==> src/rtl/asym_fifo_pkg.sv <==
// Shared sizing helpers for the width-converting stream FIFO and its storage core.
package asym_fifo_pkg;

  function automatic int clog2(input int value);
    int r;
    r = 0;
    while ((1 << r) < value) r = r + 1;
    return r;
  endfunction

  function automatic bit is_pow2(input int value);
    return (value > 0) && ((value & (value - 1)) == 0);
  endfunction

  function automatic int lane_width(input int ratio);
    return clog2(ratio);
  endfunction

  function automatic int wr_width(input int rd_width, input int ratio);
    return rd_width * ratio;
  endfunction

  function automatic int rd_depth(input int wr_depth, input int ratio);
    return wr_depth * ratio;
  endfunction

  // One extra bit beyond what RD_DEPTH needs keeps the free-space subtraction unsigned-safe.
  function automatic int cnt_width(input int depth);
    return clog2(depth + 1) + 1;
  endfunction

endpackage

==> src/rtl/asym_ram_wide_wr.sv <==
// Wide-write / narrow-read synchronous memory with an enabled, resettable read register.
module asym_ram_wide_wr
  import asym_fifo_pkg::*;
#(
  parameter int RD_WIDTH = 4,
  parameter int RATIO    = 4,
  parameter int WR_DEPTH = 256,
  localparam int LANE_W  = lane_width(RATIO),
  localparam int WR_AW   = clog2(WR_DEPTH),
  localparam int RD_AW   = WR_AW + LANE_W,
  localparam int DEPTH_N = rd_depth(WR_DEPTH, RATIO)
) (
  input  logic                      clk,
  input  logic                      rst,
  input  logic                      wr_en,
  input  logic [WR_AW-1:0]          wr_addr,
  input  logic [RD_WIDTH*RATIO-1:0] wr_data,
  input  logic                      rd_en,
  input  logic [RD_AW-1:0]          rd_addr,
  output logic [RD_WIDTH-1:0]       rd_data
);

  logic [RD_WIDTH-1:0] mem [DEPTH_N];
  logic [RD_WIDTH-1:0] rd_data_q, rd_data_d;
  logic [RD_AW-1:0]    wr_base;

  always_comb begin
    wr_base   = RD_AW'(wr_addr) << LANE_W;
    rd_data_d = rd_en ? mem[rd_addr] : rd_data_q;
  end

  // Storage is never reset; lane i of the wide word lands at {wr_addr, i}.
  always_ff @(posedge clk) begin
    if (wr_en) begin
      for (int i = 0; i < RATIO; i++) begin
        mem[wr_base | RD_AW'(i)] <= wr_data[i*RD_WIDTH +: RD_WIDTH];
      end
    end
  end

  always_ff @(posedge clk or posedge rst) begin
    if (rst) rd_data_q <= '0;
    else     rd_data_q <= rd_data_d;
  end

  assign rd_data = rd_data_q;

endmodule

==> src/rtl/asym_stream_fifo.sv <==
// Width-converting stream FIFO: wide words in, narrow lanes out (lane 0 first), with tlast and flush.
module asym_stream_fifo
  import asym_fifo_pkg::*;
#(
  parameter int RD_WIDTH   = 4,
  parameter int RATIO      = 4,
  parameter int WR_DEPTH   = 256,
  localparam int WR_WIDTH  = wr_width(RD_WIDTH, RATIO),
  localparam int RD_DEPTH  = rd_depth(WR_DEPTH, RATIO),
  localparam int CNT_WIDTH = cnt_width(RD_DEPTH)
) (
  input  logic                 clk,
  input  logic                 rst,
  input  logic                 flush,
  input  logic [WR_WIDTH-1:0]  s_tdata,
  input  logic                 s_tlast,
  input  logic                 s_tvalid,
  output logic                 s_tready,
  output logic [RD_WIDTH-1:0]  m_tdata,
  output logic                 m_tlast,
  output logic                 m_tvalid,
  input  logic                 m_tready,
  output logic [CNT_WIDTH-1:0] count
);

  localparam int LANE_W = lane_width(RATIO);
  localparam int WR_AW  = clog2(WR_DEPTH);
  localparam int RD_AW  = WR_AW + LANE_W;
  localparam logic [RD_AW-1:0]     LANE_MASK = RD_AW'(RATIO - 1);
  localparam logic [CNT_WIDTH-1:0] RATIO_CNT = CNT_WIDTH'(RATIO);
  localparam logic [CNT_WIDTH-1:0] DEPTH_CNT = CNT_WIDTH'(RD_DEPTH);

  if (!is_pow2(RATIO)) begin : g_bad_ratio
    $error("asym_stream_fifo: RATIO must be a power of two");
  end
  if (!is_pow2(WR_DEPTH) || WR_DEPTH < 2) begin : g_bad_depth
    $error("asym_stream_fifo: WR_DEPTH must be a power of two >= 2");
  end

  logic [WR_AW-1:0]     wr_ptr_q, wr_ptr_d;
  logic [RD_AW-1:0]     rd_ptr_q, rd_ptr_d;
  logic [CNT_WIDTH-1:0] mem_count_q, mem_count_d;
  logic                 m_tvalid_q, m_tvalid_d;
  logic                 m_tlast_q, m_tlast_d;
  logic                 tlast_mem [WR_DEPTH];
  logic                 wr_acc, issue, rd_lane_last;
  logic [WR_AW-1:0]     rd_wide;

  always_comb begin
    s_tready     = !rst && !flush && ((DEPTH_CNT - mem_count_q) >= RATIO_CNT);
    wr_acc       = s_tvalid && s_tready;
    // Issue looks only at registered occupancy, so a slot is never read on the edge it is written.
    issue        = (mem_count_q != '0) && (!m_tvalid_q || m_tready) && !flush;
    rd_wide      = WR_AW'(rd_ptr_q >> LANE_W);
    rd_lane_last = (rd_ptr_q & LANE_MASK) == LANE_MASK;

    wr_ptr_d    = wr_ptr_q;
    rd_ptr_d    = rd_ptr_q;
    mem_count_d = mem_count_q;
    m_tvalid_d  = m_tvalid_q;
    m_tlast_d   = m_tlast_q;

    if (flush) begin
      wr_ptr_d    = '0;
      rd_ptr_d    = '0;
      mem_count_d = '0;
      m_tvalid_d  = 1'b0;
    end else begin
      if (wr_acc) wr_ptr_d = wr_ptr_q + WR_AW'(1);
      if (issue) begin
        rd_ptr_d   = rd_ptr_q + RD_AW'(1);
        m_tvalid_d = 1'b1;
        m_tlast_d  = tlast_mem[rd_wide] && rd_lane_last;
      end else if (m_tvalid_q && m_tready) begin
        m_tvalid_d = 1'b0;
      end
      mem_count_d = mem_count_q + (wr_acc ? RATIO_CNT : '0) - (issue ? CNT_WIDTH'(1) : '0);
    end

    count = mem_count_q + CNT_WIDTH'(m_tvalid_q);
  end

  always_ff @(posedge clk or posedge rst) begin
    if (rst) begin
      wr_ptr_q    <= '0;
      rd_ptr_q    <= '0;
      mem_count_q <= '0;
      m_tvalid_q  <= 1'b0;
      m_tlast_q   <= 1'b0;
    end else begin
      wr_ptr_q    <= wr_ptr_d;
      rd_ptr_q    <= rd_ptr_d;
      mem_count_q <= mem_count_d;
      m_tvalid_q  <= m_tvalid_d;
      m_tlast_q   <= m_tlast_d;
    end
  end

  always_ff @(posedge clk) begin
    if (wr_acc) tlast_mem[wr_ptr_q] <= s_tlast;
  end

  asym_ram_wide_wr #(
    .RD_WIDTH (RD_WIDTH),
    .RATIO    (RATIO),
    .WR_DEPTH (WR_DEPTH)
  ) u_ram (
    .clk     (clk),
    .rst     (rst),
    .wr_en   (wr_acc),
    .wr_addr (wr_ptr_q),
    .wr_data (s_tdata),
    .rd_en   (issue),
    .rd_addr (rd_ptr_q),
    .rd_data (m_tdata)
  );

  assign m_tvalid = m_tvalid_q;
  assign m_tlast  = m_tlast_q;

endmodule

==> config.mk <==
export PLATFORM = sky130hd
export DESIGN_NAME = asym_stream_fifo
export DESIGN_NICKNAME = d
export VERILOG_FILES = /design/src/rtl/asym_fifo_pkg.sv /design/src/rtl/asym_ram_wide_wr.sv /design/src/rtl/asym_stream_fifo.sv
export SDC_FILE = /design/constraint.sdc
export NUM_CORES = 2
export LEC_CHECK = 0
export ABC_CLOCK_PERIOD_IN_PS = 7760
export BUFFER_PORTS_ARGS = -buffer_cell sky130_fd_sc_hd__buf_4
export CORE_ASPECT_RATIO = 0.5
export CORE_MARGIN = 3
export CORE_UTILIZATION = 45
export CTS_CLUSTER_SIZE = 10
export DETAILED_ROUTE_END_ITERATION = 7
export PLACE_DENSITY = 0.7
export SLEW_MARGIN = 25
export SYNTH_ARGS = -nofsm -noshare
export SYNTH_HDL_FRONTEND = slang
export SYNTH_HIERARCHICAL = 1
export SYNTH_MEMORY_MAX_BITS = 65536
export SYNTH_SLANG_ARGS = --single-unit
==> constraint.sdc <==
create_clock -name clk -period 7.76 [get_ports clk]
set_input_delay 1.552 -clock clk [delete_from_list [all_inputs] [get_ports clk]]
set_output_delay 1.552 -clock clk [all_outputs]
set_load 0.02 [all_outputs]
==> results.sh <==
export IMPL_clock_root_buffer="sky130_fd_sc_hd__clkbuf_16"
export IMPL_numPlacedInstances=13000
export IMPL_fin_crit_ns=5.50
export IMPL_count_of_final_max_slew_check_failures=0
export IMPL_dieWidth_um=879
export IMPL_globalRoute_totalOverflow=0
export IMPL_critical_path_n_buffers_inverters=2
export IMPL_clock_sinks=4388
export IMPL_timing_hold_violations_final=0
export IMPL_htreeDepth=5
export IMPL_rows=159
export IMPL_tritoncts="yes"
export IMPL_grt_start_max_net_pins=149
export IMPL_net_switching_power_mw=13.0
export IMPL_antenna_found_initial=18
export IMPL_detailedPlacementHpwl_um=237000
export IMPL_clock_power_share_pct=36.4
export IMPL_crit_path_cell_trace="or4_1, o21ai_0, a211o_1, and3_1, buf_4, o21ai_0, nor2_1, buf_4"
export IMPL_powerDensity_nw_per_um2=280
export IMPL_critPathSlowestCell="sky130_fd_sc_hd__or4_1"
export IMPL_async_set_reset_flop_share_out_of_synthesis_pct=0.820
export IMPL_io_buffers=40
export IMPL_internal_mw=40.7
export IMPL_maxCapViolCount=0
export IMPL_worstPathRequired_ns=6.21
export IMPL_worst_setup_path_start_kind="register"
export IMPL_critical_path_sink_type="output port"
export IMPL_grt_pass1_vias=87400
export IMPL_slowest_stage_delay_on_critical_path_ns=0.68
export IMPL_syn_mean_instance_area_um2=21.3
export IMPL_post_synth_num_cell_types=79
export IMPL_detail_route_wl_per_cell_um=33.3
export IMPL_path_class="reg -> out"
export IMPL_cellLeakagePower_nw=57.8
export IMPL_synth_top_area_share_pct=76.2
export IMPL_clk_pin_slew_ns=0.06
export IMPL_worst_endpoint_arrival_ns=3.95
export IMPL_worst_skew_pair_late_latency_ns=0.98
export IMPL_final_setup_tns_ns=0
export IMPL_area_delta_synth_final_pct=11.7
export IMPL_yosysSeqAreaShare_pct=76.7
export IMPL_finalCritPeriodShare_pct=70.9
export IMPL_run_status="finished clean"
export IMPL_netlist_top_cell_by_area="sky130_fd_sc_hd__edfxtp_1"
export IMPL_synthesis_nets=8118
export IMPL_synth_area_leaders="sky130_fd_sc_hd__edfxtp_1 76%, sky130_fd_sc_hd__mux4_2 13%, sky130_fd_sc_hd__mux2i_1 2.2%"
export IMPL_critical_path_top_delay_family="simple AND/OR/NAND/NOR gates"
export IMPL_placed_cell_area_um2=179000
export IMPL_global_route_usage_total_pct=22.8
export IMPL_power_total_mw=53.6
export IMPL_pin_count=41
export IMPL_post_cts_resize_count=0
export IMPL_netSwitchingFraction_pct=24.2
export IMPL_ys_ff_latch=4388
export IMPL_timing_rr_end="u_ram/mem[697][3]"
export IMPL_stdcell_count=13600
export IMPL_yosysWarningCount=6
export IMPL_finClkSkew_ns=0.0728
export IMPL_cts_hold_buffers=0
export IMPL_synth_cell_area_um2=172000
export IMPL_drcViolationCount=0
export IMPL_starting_density_pct=45.5
export IMPL_peakVddDrop_mv=0.218
export IMPL_holdCritPathClass="in -> async"
export IMPL_grt_first_pass_wirelength_um=646000
export IMPL_reg2reg_setup_slack_ns=2.28
export IMPL_timing_fmax_mhz=182
export IMPL_final_cell_area_um2=192000
export IMPL_route_final_wire_length_um=451000
export IMPL_share_of_cells_above_drive_strength_1_pct=24.6
export IMPL_reg_to_reg_start="mem_count_q[1]"
export IMPL_drt_antenna_violating_nets=0
export IMPL_worst_pin_slew_ns=1.12
export IMPL_post_cts_setup_buffers=0
export IMPL_drt_iter0_drc=13100
export IMPL_numCtsBuffers=482
export IMPL_prevailing_post_synth_register_cell="sky130_fd_sc_hd__edfxtp_1"
export IMPL_final_nets=8469
export IMPL_relSlewSlack_pct=25.6
export IMPL_place_gp_congestion=0.807
export IMPL_count_of_flip_flops_with_a_built_in_enable_after_synthesis=4352
export IMPL_setup_repair_after_global_routing_missed_its_margin="no"
export IMPL_synthCells=8061
export IMPL_power_share_sequential_pct=48.9
export IMPL_core_region_area_um2=377000
export IMPL_fin_util_pct=50.8
export IMPL_setup_viol=0
export IMPL_dr_pass1_iters=6
export IMPL_reg2reg_depth=10
export IMPL_clockBufferDepth=4
export IMPL_combPwrFrac_pct=14.7
export IMPL_route_vias_total=87500
export IMPL_avgViaCountPerCell=6.45
export IMPL_chip_height_um=443
export IMPL_fp_dieArea_um2=389000
export IMPL_critical_path_peak_fanout=17
-- cells in the final DEF, fill, tap and decap left out, drive strengths merged, types with 40 or more instances in the layout --
master	n
buf	383
nor4	107
o22ai	124
o21ai	69
mux4	1008
clkbuf	529
a22oi	174
edfxtp	4352
a211oi	103
a21oi	78
nand4	47
mux2i	371
nand3	80
nor2	492
a221oi	40
nand2	110
-- sequential cells by signal, indices dropped and copies added, names as in the netlist --
signal,flops
u_ram/rd_data,4
tlast_mem,256
wr_ptr_q,8
mem_count_q,12
u_ram/mem,4096
m_tvalid,1
rd_ptr_q,10
m_tlast,1
-- cell type report --
cell class                 count  area (um^2)
antenna                        6         15.0
fill                       28900       186000
tap                         5071         6340
inverter                      32          120
sequential                  4388       132000
clock buffer                 529        12300
timing repair buffer         383         3570
clock inverter                23          353
multi-input combinational   3125        37300
-- cell usage after synthesis (all sizes together) (5+ instances only) --
master and instances:
a21boi 5, inv 30, a2bb2oi 6, a221oi 40, a211oi 103, and3 9
ha 34, nand3 80, nor2 492, o22ai 124, a22o 28, o2111ai 18
and2 10, mux2 16, mux2i 371, nor3 16, nor2b 37, a21o 6
mux4 1008, nor4 107, a22oi 174, clkbuf 216, xor2 8, dfrtp 36
xnor2 18, nand2 110, nand4 47, edfxtp 4352, buf 300, o211ai 11
a21oi 78, nand2b 15, a211o 10, o21ai 69, a31oi 11
-- cell families (layout without fill, tap and decap cells) --
group / count (synthesis) / after routing / synth area share (%)
buffers and inverters: 548 / 967 / 1.84
adders and majority gates: 35 / 35 / 0.260
and+or+nand+nor: 946 / 946 / 2.52
DFF: 4388 / 4388 / 76.7
muxes: 1395 / 1395 / 15.5
other: 0 / 6 / 0
xor gates and xnor gates: 26 / 26 / 0.133
AOI/OAI and AO/OA: 723 / 723 / 3.03
-- power groups by stage --
stage / Sequential [mW] / Combinational, mW / Clock [mW]
6_report: 26.2 / 7.86 / 19.5
5_1_grt: 26.2 / 8.29 / 20.7
4_1_cts: 26.2 / 7.91 / 19.8
3_5_place_dp: 26.7 / 7.86 / 0
3_3_place_gp: 26.7 / 7.84 / 0
2_1_floorplan: 26.6 / 5.74 / 0
-- worst max path at each step --
stage / slack [ns] / from / depth (start not counted) / to
finish: 2.26 / mem_count_q[1] / 8 / s_tready
global route: 1.98 / mem_count_q[1] / 8 / s_tready
CTS: 1.94 / mem_count_q[1] / 9 / u_ram/mem[953][3]
detailed placement: 1.90 / mem_count_q[1] / 9 / u_ram/mem[954][2]
global placement: 1.28 / mem_count_q[4] / 10 / u_ram/mem[272][0]
floorplan: 2.56 / rst / 4 / s_tready
-- routing by layer --
metal / part of all wire, % / global-route usage (%)
met5: 0.0098 / 0
met2: 46 / 35.4
met1: 37 / 32.4
met3: 13 / 5.57
met4: 3.4 / 6.96
-- worst reg2reg max path: stages, from the launching register on --
cell and delay (ns):
sky130_fd_sc_hd__dfrtp_1 0.47, sky130_fd_sc_hd__or4_1 0.68, sky130_fd_sc_hd__o21ai_0 0.27, sky130_fd_sc_hd__a211o_1 0.16, sky130_fd_sc_hd__and3_1 0.22, sky130_fd_sc_hd__buf_4 0.35
sky130_fd_sc_hd__o211ai_4 0.14, sky130_fd_sc_hd__nor2_4 0.64, sky130_fd_sc_hd__nand4_1 0.95, sky130_fd_sc_hd__buf_4 0.58, sky130_fd_sc_hd__nor2_2 0.68
-- stage by stage --
step	setup slack, ns	hold slack [ns]
global route	1.98	0.623
detailed placement	1.90	0.680
finish	2.26	0.656
CTS	1.94	0.603
floorplan	2.56	0.525
global placement	1.28	0.680
Power figures use the tool's default switching activity.
